==> src/rtl/det_monitor_pkg.sv <==
// Shared constants and helpers for the detection monitor slice.
// Latency: n/a (compile-time definitions only).
// Backpressure: n/a.
package det_monitor_pkg;

  localparam int TS_W_DEF  = 16;
  localparam int CNT_W_DEF = 16;
  localparam int DEPTH_DEF = 4;

  // Width needed to hold an occupancy count from 0 to depth inclusive.
  function automatic int lvl_w(input int depth);
    return $clog2(depth + 1);
  endfunction

endpackage

==> src/rtl/det_monitor_if.sv <==
// Event stream carrying the timestamp at the head of the event FIFO.
// Latency: n/a (wiring only).
// Backpressure: ev_ready from the consumer; a beat moves when ev_valid and ev_ready are both high.
interface det_monitor_if
  import det_monitor_pkg::*;
#(
  parameter int TS_W = TS_W_DEF
) ();

  logic [TS_W-1:0] ev_ts;
  logic            ev_valid;
  logic            ev_ready;

  modport master (output ev_ts, output ev_valid, input ev_ready);
  modport slave  (input ev_ts, input ev_valid, output ev_ready);

endinterface

==> src/rtl/det_ts_fifo.sv <==
// Synchronous show-ahead FIFO of timestamps with push/pop/clear and occupancy level.
// Latency: a push is visible at dout one cycle later; the head is read combinationally.
// Backpressure: none internally; the caller only pushes when room exists (or a pop frees it).
module det_ts_fifo
  import det_monitor_pkg::*;
#(
  parameter int W     = TS_W_DEF,
  parameter int DEPTH = DEPTH_DEF
) (
  input  logic                      clock,
  input  logic                      reset,
  input  logic                      clear,
  input  logic                      push,
  input  logic                      pop,
  input  logic [W-1:0]              din,
  output logic [W-1:0]              dout,
  output logic [lvl_w(DEPTH)-1:0]   level
);

  localparam int PTR_W = $clog2(DEPTH);
  localparam int LVL_W = lvl_w(DEPTH);

  logic [W-1:0]     mem [DEPTH];
  logic [PTR_W-1:0] wr_ptr;
  logic [PTR_W-1:0] rd_ptr;

  // Pointers wrap naturally since DEPTH is a power of two; reset and clear both empty the queue.
  always_ff @(posedge clock) begin
    if (reset || clear) begin
      wr_ptr <= '0;
      rd_ptr <= '0;
      level  <= '0;
    end else begin
      if (push) wr_ptr <= wr_ptr + PTR_W'(1);
      if (pop)  rd_ptr <= rd_ptr + PTR_W'(1);
      case ({push, pop})
        2'b10:   level <= level + LVL_W'(1);
        2'b01:   level <= level - LVL_W'(1);
        default: level <= level;
      endcase
    end
  end

  // Storage write; entries are not reset because the level gates visibility.
  always_ff @(posedge clock) begin
    if (push && !reset && !clear) mem[wr_ptr] <= din;
  end

  // Empty FIFO presents zero so stale storage never leaks out.
  assign dout = (level != '0) ? mem[rd_ptr] : '0;

endmodule

==> src/rtl/det_monitor.sv <==
// Timestamps detector hits, counts them (saturating) and queues timestamps for a consumer.
// Latency: an event in cycle N appears on ev_ts/ev_valid in cycle N+1 when the queue was empty.
// Backpressure: ev_ready pops the head; a full queue with no pop drops the event and sets overflow.
module det_monitor
  import det_monitor_pkg::*;
#(
  parameter int TS_W  = TS_W_DEF,
  parameter int CNT_W = CNT_W_DEF,
  parameter int DEPTH = DEPTH_DEF
) (
  input  logic                    clock,
  input  logic                    reset,
  input  logic                    det_i,
  input  logic                    enable,
  input  logic                    clear,
  det_monitor_if.master           ev,
  output logic [CNT_W-1:0]        det_count,
  output logic                    overflow,
  output logic [lvl_w(DEPTH)-1:0] fifo_level
);

  localparam int LVL_W = lvl_w(DEPTH);

  logic [TS_W-1:0] ts;
  logic            event_c;
  logic            full;
  logic            pop;
  logic            push;
  logic            drop;

  // A pop frees a slot in the same cycle, so a full queue can still take an event alongside it.
  assign event_c     = det_i & enable;
  assign full        = (fifo_level == LVL_W'(DEPTH));
  assign pop         = (fifo_level != '0) & ev.ev_ready;
  assign push        = event_c & (~full | pop);
  assign drop        = event_c & full & ~pop;
  assign ev.ev_valid = (fifo_level != '0);

  // Free-running timestamp, saturating detection count and sticky overflow.
  always_ff @(posedge clock) begin
    if (reset || clear) begin
      ts        <= '0;
      det_count <= '0;
      overflow  <= 1'b0;
    end else begin
      if (enable)                      ts        <= ts + TS_W'(1);
      if (event_c && det_count != '1)  det_count <= det_count + CNT_W'(1);
      if (drop)                        overflow  <= 1'b1;
    end
  end

  det_ts_fifo #(
    .W     (TS_W),
    .DEPTH (DEPTH)
  ) u_fifo (
    .clock (clock),
    .reset (reset),
    .clear (clear),
    .push  (push),
    .pop   (pop),
    .din   (ts),
    .dout  (ev.ev_ts),
    .level (fifo_level)
  );

endmodule
==> src/flat_wrapper.sv <==
// flat-port wrapper written by rule: the top's interface ports become plain ports
module det_monitor_flat import det_monitor_pkg::*;
#(
  parameter int TS_W  = TS_W_DEF,
  parameter int CNT_W = CNT_W_DEF,
  parameter int DEPTH = DEPTH_DEF
)
  (clock, reset, det_i, enable, clear, det_count, overflow, fifo_level, ev_ev_ts, ev_ev_valid, ev_ev_ready);
  det_monitor_if #(.TS_W(TS_W)) ev_i ();
  input  logic clock;
  input  logic reset;
  input  logic det_i;
  input  logic enable;
  input  logic clear;
  output logic [CNT_W-1:0] det_count;
  output logic overflow;
  output logic [lvl_w(DEPTH)-1:0] fifo_level;
  output wire logic [$bits(ev_i.ev_ts)-1:0] ev_ev_ts;
  output wire logic [$bits(ev_i.ev_valid)-1:0] ev_ev_valid;
  input wire logic [$bits(ev_i.ev_ready)-1:0] ev_ev_ready;
  assign ev_ev_ts = ev_i.ev_ts;
  assign ev_ev_valid = ev_i.ev_valid;
  assign ev_i.ev_ready = ev_ev_ready;
  det_monitor #(.TS_W(TS_W), .CNT_W(CNT_W), .DEPTH(DEPTH)) u_core (.clock(clock), .reset(reset), .det_i(det_i), .enable(enable), .clear(clear), .ev(ev_i), .det_count(det_count), .overflow(overflow), .fifo_level(fifo_level));
endmodule
==> config.mk <==
export PLATFORM = sky130hd
export DESIGN_NAME = det_monitor_flat
export DESIGN_NICKNAME = d
export VERILOG_FILES = /design/src/rtl/det_monitor_pkg.sv /design/src/rtl/det_monitor_if.sv /design/src/rtl/det_ts_fifo.sv /design/src/rtl/det_monitor.sv /design/src/flat_wrapper.sv
export SDC_FILE = /design/constraint.sdc
export NUM_CORES = 1
export LEC_CHECK = 0
export CAP_MARGIN = 20
export CORE_MARGIN = 2
export CORE_UTILIZATION = 45
export DETAILED_ROUTE_END_ITERATION = 8
export PLACE_DENSITY = 0.73
export SYNTH_ARGS = -nofsm -noshare
export SYNTH_HDL_FRONTEND = slang
export SYNTH_SLANG_ARGS = --single-unit
==> constraint.sdc <==
create_clock -name clock -period 4.34 [get_ports clock]
set_clock_uncertainty 0.15 [all_clocks]
set_input_delay 0.868 -clock clock [delete_from_list [all_inputs] [get_ports clock]]
set_output_delay 0.868 -clock clock [all_outputs]
set_load 0.02 [all_outputs]
* After elaboration in Yosys (flattened, before gate mapping)
Memories as Yosys holds them, arrays and structs flattened. A register that Yosys moved wholly into a read port is not among the register bits.
Index checks and enable logic that the tools add are counted.
** Word-level totals
- Register bits after elaboration :: 40
- Latch bits :: 0
- Memory bits (writable) :: 64
- Memory bits (read-only) :: 0
- Bits of input ports :: 6
- Output and inout port bits :: 37
- Word-level logic and storage cells :: 39
- Memories kept :: 1
** Memories
- u_core.u_fifo.mem :: depth 4, bits a word 16, rd ports 1, clocked after memory_dff 1, wr ports 1, line det_ts_fifo.sv:23 : logic [W-1:0] mem [DEPTH];
** Operators by class
- $add $sub $neg :: 6
- $mul :: 0
- Div/mod/pow operators :: 0
- Order comparisons :: 0
- Equality and inequality tests :: 4
- Shifts and indexed selects :: 0
- Mux-type cells :: 6
- Bitwise operators :: 8
- Reductions and logical operators :: 8
** Operator list (number)
- $add A16 B1 Y16 const B :: 2
- $mux W16 :: 1
- $ne A16 B16 Y1 const B :: 1
- $pmux W3 S2 :: 1
- $and A1 B1 Y1 :: 5
- $add A2 B1 Y2 const B :: 2
- $mux W2 :: 2
- $add A3 B1 Y3 const B :: 1
- $eq A3 B3 Y1 const B :: 1
- $logic_and A1 B1 Y1 :: 3
- $reduce_bool A3 Y1 :: 1
- $sub A3 B1 Y3 const B :: 1
- $eq A2 B1 Y1 const B :: 1
- $eq A2 B2 Y1 const B :: 1
- $logic_not A1 Y1 :: 2
- $mux W1 :: 2
- $not A1 Y1 :: 2
- $reduce_bool A2 Y1 :: 1
- $logic_or A1 B1 Y1 :: 1
- $or A1 B1 Y1 :: 1

* Longest topological paths before layout
Gate-level depths: netlist (run 1).
- Depth in word-level cells :: 8
- Gate-level depth with buffers :: 7
- Depth with buffers taken out :: 6

* Cells and area by module
A second synthesis (run 1) with hierarchy kept.
** Second synthesis, totals
- Cell total of the unflattened synthesis :: 340
- Area, all modules :: 4534.3 um^2
** Modules (own cells, without submodules)
- det_ts_fifo :: instances 1, cells an instance 149, area each 2901.5 um^2, sequential area each 2102.0 um^2
- det_monitor :: instances 1, cells an instance 191, area each 1632.8 um^2, sequential area each 660.6 um^2

* Worst setup path after synthesis (run 1)
No wires, ideal clock.
- Path kind :: input -> register
- From :: in enable
- To :: reg u_core.u_fifo.level[2]
- Data arrival time :: 2.444 ns
- Slack :: 1.672 ns
- Stages :: 7
- Cells stage by stage :: buf_6 > nand2_1 > nand3_1 > fa_1 > or2_2 > o32a_1 > a31oi_1
** On the way
- Longest elaborated chain between the ends :: 4
- Elaborated cells on any way between the ends :: 6
- Classes of those cells :: 2 x eq/ne; 1 x mux; 2 x bitwise; 1 x reduce/logical
** Ends and longest elaborated chain
- start: declaration :: line flat_wrapper.sv:13 : input logic enable;
- $and A1 B1 Y1 * :: line det_monitor.sv:32 : assign event_c = det_i & enable;
- $and A1 B1 Y1 * :: line det_monitor.sv:35 : assign push = event_c & (~full | pop);
- $eq A2 B1 Y1 or $eq A2 B2 Y1 (tied branches) :: line det_ts_fifo.sv:36 : case ({push, pop})
- $pmux W3 S2 or $reduce_bool A2 Y1 (tied branches)
- end signal: assignment :: line det_ts_fifo.sv:37 : 2'b10: level <= level + LVL_W'(1);
- end signal: assignment :: line det_ts_fifo.sv:38 : 2'b01: level <= level - LVL_W'(1);
- end signal: assignment :: line det_ts_fifo.sv:39 : default: level <= level;
- end: declaration :: line det_ts_fifo.sv:17 : output logic [lvl_w(DEPTH)-1:0] level
Mark *: on every way between the ends. The rest lies on a longest branch, timed or not.
A chain may end at the register's enable or synchronous reset.

==> results of run 1 <==
-- how the worst max path moves through the flow --
stage / from / to / slack [ns] / depth (start not counted)
4_1_cts: register / ev_ev_ts[15] / 0.90 / 3
2_1_floorplan: enable / u_core.u_fifo.level[2] / 1.67 / 7
6_report: register / ev_ev_ts[11] / 0.98 / 3
3_3_place_gp: enable / u_core.u_fifo.mem[1][12] / 0.91 / 4
5_1_grt: register / ev_ev_ts[9] / 0.87 / 3
3_5_place_dp: enable / u_core.u_fifo.mem[2][3] / 0.78 / 4
-- layer usage --
layer  track usage [%]  up-vias
li1                  -     1381
met1              20.9     1393
met2              27.9       52
met3              3.07        9
met4              4.63        0
met5                 0        -
-- area by class of cell --
| class | instances | area [sq um] |
|---|---|---|
| Fill cell | 831 | 4480 |
| Sequential cell | 106 | 2760 |
| Multi-Input combinational cell | 215 | 1630 |
| Timing Repair Buffer | 45 | 443 |
| Tap cell | 133 | 166 |
| Clock buffer | 11 | 131 |
| Clock inverter | 5 | 86.3 |
| Inverter | 6 | 22.5 |
-- kinds of logic after synthesis --
| group | synth area share [%] |
|---|---|
| multiplexers | 9.12 |
| XOR/XNOR | 2.53 |
| AND/OR/NAND/NOR | 15.7 |
| buffers and inverters | 2.28 |
| flip-flops | 61.4 |
| AO/OA/AOI/OAI | 6.79 |
| adder cells (fa/ha/maj) | 2.11 |
-- power groups by stage --
stage          Sequential (uW)  Clock, uW  Combinational, uW
2_1_floorplan             1090          0               49.1
3_3_place_gp              1090          0               80.9
3_5_place_dp              1090          0               82.1
4_1_cts                   1070        668               82.1
5_1_grt                   1070        705               87.3
6_report                  1070        660               80.5
-- state kept, by name (all words and copies together) (netlist names), named ones only --
name / cells
u_core.ts: 16
u_core.det_count: 16
u_core.u_fifo.wr_ptr: 2
u_core.overflow: 1
u_core.u_fifo.level: 3
u_core.u_fifo.rd_ptr: 2
u_core.u_fifo.mem: 64
-- cell usage in the layout, fill, tap and decap left out, types with 3 or more instances in the layout --
| cell | netlist | layout |
|---|---|---|
| a21oi_1 | 15 | 15 |
| nand2_1 | 21 | 21 |
| clkdlybuf4s50_1 | 0 | 42 |
| mux2i_1 | 5 | 5 |
| xor2_1 | 10 | 10 |
| dfxtp_1 | 42 | 42 |
| nor2_1 | 20 | 20 |
| xnor2_1 | 3 | 3 |
| nand4_1 | 9 | 9 |
| mux4_2 | 16 | 16 |
| nand3_1 | 14 | 14 |
| or4_1 | 4 | 4 |
| edfxtp_1 | 64 | 64 |
| inv_1 | 6 | 6 |
| and4_1 | 4 | 4 |
| buf_4 | 0 | 3 |
| clkbuf_8 | 0 | 9 |
| ha_1 | 6 | 6 |
| or3_1 | 14 | 14 |
| o21ai_0 | 15 | 15 |
| a31oi_1 | 3 | 3 |
| nor3b_1 | 3 | 3 |
| and2_1 | 21 | 21 |
| and3_1 | 3 | 3 |
-- through the flow --
step           area (sq um)  total power, uW
3_5_place_dp           5030             1170
5_1_grt                5250             1860
6_report               5250             1810
4_1_cts                5250             1820
2_1_floorplan          4500             1140
3_3_place_gp           5020             1170
-- critical path, cell delays in order (launching register included) --
cell,delay [ns]
dfxtp_1,0.86
mux4_2,0.43
and2_1,0.17
clkdlybuf4s50_1,0.53
==> results.cfg, run 1 <==
[synthesis]
ys_ff_latch = 106
yosysSeqAreaShare_pct = 61.4
syn-cell-area_sq_mm = 0.00450
synth_top_cell_by_area = edfxtp_1
syn_inst = 343
synth_ff_type = edfxtp_1
synth_nets = 356
synth_common_cells = edfxtp_1, dfxtp_1, and2_1, nand2_1, nor2_1
synth_edf_count = 64
async_reset_ff_share_pct = 0
synth.area.top_cells = edfxtp_1, dfxtp_1, mux4_2
synth.avg_cell_area_sq_um = 13.1
ys_warn_count = 0
ys_types = 47
synth_top_area_share_pct = 42.7
synthMostInstantiatedCell = edfxtp_1

[die]
rows = 36
pin_count = 43
die_x_um = 104
coreArea_sq_mm = 0.00973
start_util_pct = 46.2
die_area_sq_mm = 0.0108
die_h_um = 104

[route]
wl_met3_um = 261
wl_met1_mm = 3.86
met2_length_mm = 4.20
drc = 0
routed.top_layer = met4
wl_per_cell_um = 16.1
ant_nets = 0
drtIter0Drc = 82
wirelength_mm = 8.40
vias = 2835
dr.pass1.iters = 4
viasPerCell = 5.44

[worst_setup_path]
worstPathRequired_ns = 3.32
critPathKind = register to primary output
worstPathArrival_ns = 2.34
reg2reg_setup_slack_ns = 1.54
reg2reg_from = u_core.u_fifo.level[0]
r2r_cells = 6
cp-end-kind = primary output
reg2reg_to = u_core.u_fifo.level[2]
critPathMaxFanout = 16
start_kind = register

[clock_tree]
cts_tree = done
cts_max_level = 3
clk_pin_slew_ns = 0.09
root_buffer = clkbuf_8
cts_sinks = 106
clkLatencyLatePin_ns = 0.36
cts_setup_buffers = 0
postCtsHoldBufs = 0
cts.path.max_buffers = 2
cts_resized = 0
cts_buffers = 9

[final_layout]
num_antenna_cells = 0
area_delta_synth_final_pct = 16.6
fin_cells = 521
utilization_pct = 53.9
layout-drive-gt1-share_pct = 10.6
final_nets = 396

[global_route]
grt_pass1_wl_mm = 14.0
overflow = 0
grt_pass1_vias = 2782
grt_antenna_before_repair = 0
grt_max_degree = 34
grt_usage_pct = 16.2

[placed_design]
io_buffer_count = 42
dp_slack_ns = 0.781
globalplace.congestion = 0.755
dp.cells = 505
dp_hpwl_mm = 5.59

[power]
vdd_drop_max_uv = 193
clkPwrFrac_pct = 36.5
p_leak_uw = 0.00169
seq_power_share_pct = 59.0
powerDensity_mw_per_mm2 = 344
combPwrFrac_pct = 4.5
p_int_uw = 1430
p_sw_uw = 376
p_sw_share_pct = 20.8

[timing]
finalCriticalPeriod_ns = 3.36
drv_slew = 0
relSlewSlack_pct = 40.4
rsz0062_at_grt = false
setup_tns_ns = 0
setup_viol = 0
hold_viol_final = 0
whs_ns = 0.347
fin_ws_ns = 0.979
finalCritPeriodShare_pct = 77.5
fmax_mhz = 297
tightestPinTransition_ns = 0.894

[job]
drv_cap = 0

[min_path]
min_path_cells = 2
min_path_type = register to register
min_to = u_core.overflow
hold_start = u_core.overflow

[run_status]
status = complete, no violations
(Power assumes the default switching activity.)
==> run 2: changes to the inputs <==
Settings changed: PLACE_DENSITY 0.73 to 0.76.
Clock period 4.34 ns to 2.9 ns, I/O delays scaled along.
==> run 2 against run 1 <==
- clock power increased by 53%
- critical path type unchanged
- final cell count increased by 2.1%
- sequential share of layout area decreased by 1.6 points
- global-route usage increased by 0.30 points
- combinational power increased by 55%
- non-clock buffer count increased by 11
- die area unchanged
- utilization increased by 1.7 points
- power increased by 51%
- critical path depth increased by 1
- clock-buffer cell count decreased by 2
==> results.cfg, run 2 (same netlist as run 1, synthesis figures left out) <==
[clock_tree]
postCtsHoldBufs = 0
cts.path.max_buffers = 2
clkLatencyLatePin_ns = 0.36
root_buffer = clkbuf_8
cts_sinks = 106
cts_buffers = 9
cts_max_level = 3
cts_tree = done
clk_pin_slew_ns = 0.10

[final_layout]
fin_cells = 532
top_regs = u_core.u_fifo.mem x64, u_core.det_count x16, u_core.ts x16
fillers = 836
final_nets = 407
layout-drive-gt1-share_pct = 13.5
final_common_cell = edfxtp_1
largest_reg_flops = 64
regMostFlops = u_core.u_fifo.mem
final_cell_mix = edfxtp_1, dfxtp_1, clkdlybuf4s50_1
num_antenna_cells = 0
stdcell_area_sq_mm = 0.00541
area_delta_synth_final_pct = 20.2

[power]
combPwrFrac_pct = 4.6
powerDensity_mw_per_mm2 = 504
seq_power_share_pct = 58.5
clkPwrFrac_pct = 36.9
p_int_uw = 2140
vdd_drop_max_uv = 270
p_leak_uw = 0.00194
power_uw = 2730
p_sw_share_pct = 21.5
p_sw_uw = 587

[timing]
finalCritPeriodShare_pct = 91.8
fmax_mhz = 376
setup_tns_ns = 0
drv_slew = 0
relSlewSlack_pct = 55.5
whs_ns = 0.338
tightestPinTransition_ns = 0.662
rsz0062_at_grt = false
finalCriticalPeriod_ns = 2.66
hold_viol_final = 0
setup_viol = 0

[die]
start_util_pct = 46.2
die_area_sq_mm = 0.0108
coreArea_sq_mm = 0.00973
die_x_um = 104
pin_count = 43
rows = 36
die_h_um = 104

[placed_design]
globalplace.congestion = 0.845
io_buffer_count = 42
dp_hpwl_mm = 5.52
placed_cell_area_sq_mm = 0.00517
dp.cells = 516

[route]
ant_nets = 0
met2_length_mm = 4.15
viasPerCell = 5.40
wl_met3_um = 282
wl_met1_mm = 3.94
wl_per_cell_um = 16.0
vias = 2872
wirelength_mm = 8.49
drtIter0Drc = 70
drc = 0
routed.top_layer = met4
dr.pass1.iters = 4

[global_route]
grt_antenna_before_repair = 0
grt_pass1_wl_mm = 14.1
grt_usage_pct = 16.5
overflow = 0
grt_pass1_vias = 2773
grt_max_degree = 34

[worst_setup_path]
worstPathArrival_ns = 1.93
worstPathRequired_ns = 2.17
cp-end-kind = primary output
critPathMaxFanout = 16
critPathKind = register to primary output
start_kind = register

[run_status]
status = complete, no violations

[job]
drv_cap = 0

[min_path]
min_path_type = register to register
[run 2: changes by cell type in the layout (fill, tap and decap cells not counted), sizes merged]
cell	previous run	this run
buf	3	14
clkbuf	11	9
clkdlybuf4s50	42	26
clkinv	1	3
dlygate4sd2	0	8
dlymetal6s2s	0	8
[run 2: metrics by stage]
stage	util (%)	worst slack [ns]
5_1_grt	55.6	0.152
6_report	55.6	0.237
3_5_place_dp	53.2	0.119
2_1_floorplan	-	0.456
3_3_place_gp	53.2	0.197
4_1_cts	55.4	0.000403
[run 2: worst paths after layout]
| kind | from | end | slack, ns | cells past startpoint |
|---|---|---|---|---|
| max | register | ev_ev_ts[9] | 0.24 | 4 |
| min | u_core.overflow | u_core.overflow | 0.34 | 2 |
| max reg2reg | u_core.u_fifo.level[0] | u_core.u_fifo.level[2] | 0.68 | 6 |
| min reg2reg | u_core.overflow | u_core.overflow | 0.34 | 2 |
[run 2: worst max-delay path, stage by stage (launching register included)]
cell           delay (ns)
dfxtp_1              0.37
buf_12               0.19
mux4_2               0.53
and2_1               0.16
dlygate4sd2_1        0.31
[run 2: area by class of cell]
class	count	area, sq um	share of cell area [%]
well taps	133	166	3.08
multi-input cells	215	1630	30.2
flip-flops and latches	106	2760	51.1
clock inverters	7	100	1.85
clock buffers	9	124	2.29
inverters	6	22.5	0.417
repair buffers	56	598	11.1
[run 2: power groups by stage]
stage                     clock, uW  combinational (uW)  sequential (uW)
after floorplan                   0                73.6             1630
after global placement            0                 130             1630
after detailed placement          0                 132             1630
after CTS                      1030                 128             1600
after global routing           1090                 136             1600
final                          1010                 125             1600
[run 2: what timing repair did]
action | CTS | global route
setup endpoints to repair | 8 | 8
gates resized for setup | 8 | 8
buffers inserted | 0 | 0
[run 2: per-layer routing]
| metal | global-route usage [%] | up-vias |
|---|---|---|
| met4 | 5.98 | 0 |
| li1 | - | 1412 |
| met5 | 0 | - |
| met1 | 21.6 | 1393 |
| met2 | 27.2 | 55 |
| met3 | 3.57 | 12 |
==> run 3: changes to the inputs <==
Settings changed: CAP_MARGIN 20 to default, REMOVE_ABC_BUFFERS from default to 1, SLEW_MARGIN from default to 15.
==> run 3 against run 2 <==
- maximum frequency down 1.1%
- utilization is 0.17 points lower
- routed wire length shrank 3.3%
- power is 5.6% lower
- via count rose by 0.42%
- die area did not move
- worst hold slack better by 0.011 ns
- sequential power about the same
- register-to-register slack got worse by 0.17 ns
- largest power group unchanged
- global-route usage is 0.94 points lower
- non-clock buffer count rose by 1
- final area decreased by 0.30%
- critical endpoint is now ev_ev_valid
==> results.cfg, run 3 (same netlist as run 1, synthesis figures left out) <==
[run_status]
status = complete, no violations

[die]
die_area_sq_mm = 0.0108
rows = 36
die_x_um = 104
die_h_um = 104
start_util_pct = 46.2
coreArea_sq_mm = 0.00973
pin_count = 43

[worst_setup_path]
critPathCapture = ev_ev_valid
r2r_cells = 6
worstPathArrival_ns = 1.96
critPathMaxFanout = 17
cp-end-kind = primary output
start_kind = register
reg2reg_from = u_core.u_fifo.level[1]
critPathKind = register to primary output
reg2reg_to = u_core.u_fifo.level[2]
startpoint = u_core.u_fifo.level[0]
reg2reg_setup_slack_ns = 0.51
worstPathRequired_ns = 2.17

[final_layout]
final_common_cell = edfxtp_1
largest_reg_flops = 64
area_delta_synth_final_pct = 19.8
regMostFlops = u_core.u_fifo.mem
final_nets = 408
final_cell_mix = edfxtp_1, dfxtp_1, clkdlybuf4s50_1
top_regs = u_core.u_fifo.mem x64, u_core.det_count x16, u_core.ts x16
num_antenna_cells = 0
layout-drive-gt1-share_pct = 13.5

[power]
combPwrFrac_pct = 5.0
clkPwrFrac_pct = 33.0
p_leak_uw = 0.00193
p_sw_uw = 588
seq_power_share_pct = 62.0
vdd_drop_max_uv = 257
powerDensity_mw_per_mm2 = 477
p_sw_share_pct = 22.8
p_int_uw = 1990

[route]
drtIter0Drc = 132
drc = 0
viasPerCell = 5.41
wirelength_mm = 8.21
dr.pass1.iters = 4
vias = 2884
ant_nets = 0
wl_per_cell_um = 15.4

[placed_design]
globalplace.congestion = 0.886
dp_slack_ns = 0.155
io_buffer_count = 42
dp_hpwl_mm = 5.43

[job]
drv_cap = 0

[global_route]
grt_pass1_wl_mm = 13.6
grt_antenna_before_repair = 0
overflow = 0
grt_usage_pct = 15.6
grt_pass1_vias = 2807
grt_max_degree = 34

[timing]
finalCriticalPeriod_ns = 2.69
setup_tns_ns = 0
fin_ws_ns = 0.208
rsz0062_at_grt = false
tightestPinTransition_ns = 0.760
relSlewSlack_pct = 48.9
finalCritPeriodShare_pct = 92.8
setup_viol = 0
drv_slew = 0
hold_viol_final = 0
fmax_mhz = 372

[clock_tree]
clk_pin_slew_ns = 0.10
cts_setup_buffers = 0
cts_buffers = 9
root_buffer = clkbuf_8
cts_sinks = 106
cts_tree = done
cts_resized = 8
cts_max_level = 3
cts.path.max_buffers = 2
clkLatencyLatePin_ns = 0.36
postCtsHoldBufs = 0

[min_path]
min_path_type = register to register
## run 3: changes by cell type in the layout (fill, tap and decap cells not counted), sizes merged
| cell | before | now |
|---|---|---|
| bufinv | 2 | 0 |
| buf | 14 | 15 |
| clkbuf | 9 | 10 |
| inv | 8 | 9 |
## run 3: worst min path at each step
stage                              from                        to  slack [ns]  depth (start not counted)
floorplan                 u_core.ts[15]  u_core.u_fifo.mem[0][15]        0.32                          0
global placement    u_core.det_count[1]       u_core.det_count[1]        0.33                          2
detailed placement  u_core.det_count[3]       u_core.det_count[3]        0.34                          2
CTS                 u_core.det_count[3]       u_core.det_count[3]        0.36                          2
global route        u_core.det_count[3]       u_core.det_count[3]        0.37                          2
finish              u_core.det_count[3]       u_core.det_count[3]        0.35                          2
## run 3: critical path, cell delays in order, from the launching register on
cell and delay [ns]:
dfxtp_1 0.38, or3_1 0.49, buf_12 0.20, clkdlybuf4s50_1 0.53
## run 3: metal layers
metal / global-route usage, % / vias up / share of wire [%]
met2: 27.2 / 82 / 50
met1: 19.5 / 1386 / 45
met3: 4.39 / 4 / 4.6
li1: - / 1412 / -
met5: 0 / - / 0
met4: 2.80 / 0 / 0.22
## run 3: power groups by stage
stage	Sequential, uW	Clock (uW)	Combinational [uW]
after floorplan	1630	0	64.6
after global placement	1630	0	133
after detailed placement	1630	0	135
after CTS	1600	878	131
after global routing	1600	928	140
final	1600	850	128
## run 3: stage by stage
stage | area, sq um | util (%) | hold slack (ns) | power, uW | cells
2_1_floorplan | 4420 | - | 0.319 | 1700 | 327
3_3_place_gp | 5190 | 53.4 | 0.333 | 1760 | 517
3_5_place_dp | 5190 | 53.4 | 0.340 | 1770 | 517
4_1_cts | 5370 | 55.2 | 0.356 | 2600 | 533
5_1_grt | 5390 | 55.4 | 0.372 | 2670 | 533
6_report | 5390 | 55.4 | 0.349 | 2570 | 533
## run 3: layout make-up
class	instances	area, sq um
multi-input cells	215	1630
repair buffers	57	618
well taps	133	166
clock inverters	6	60.1
flip-flops and latches	106	2760
clock buffers	10	128
inverters	6	22.5
fillers	837	4340
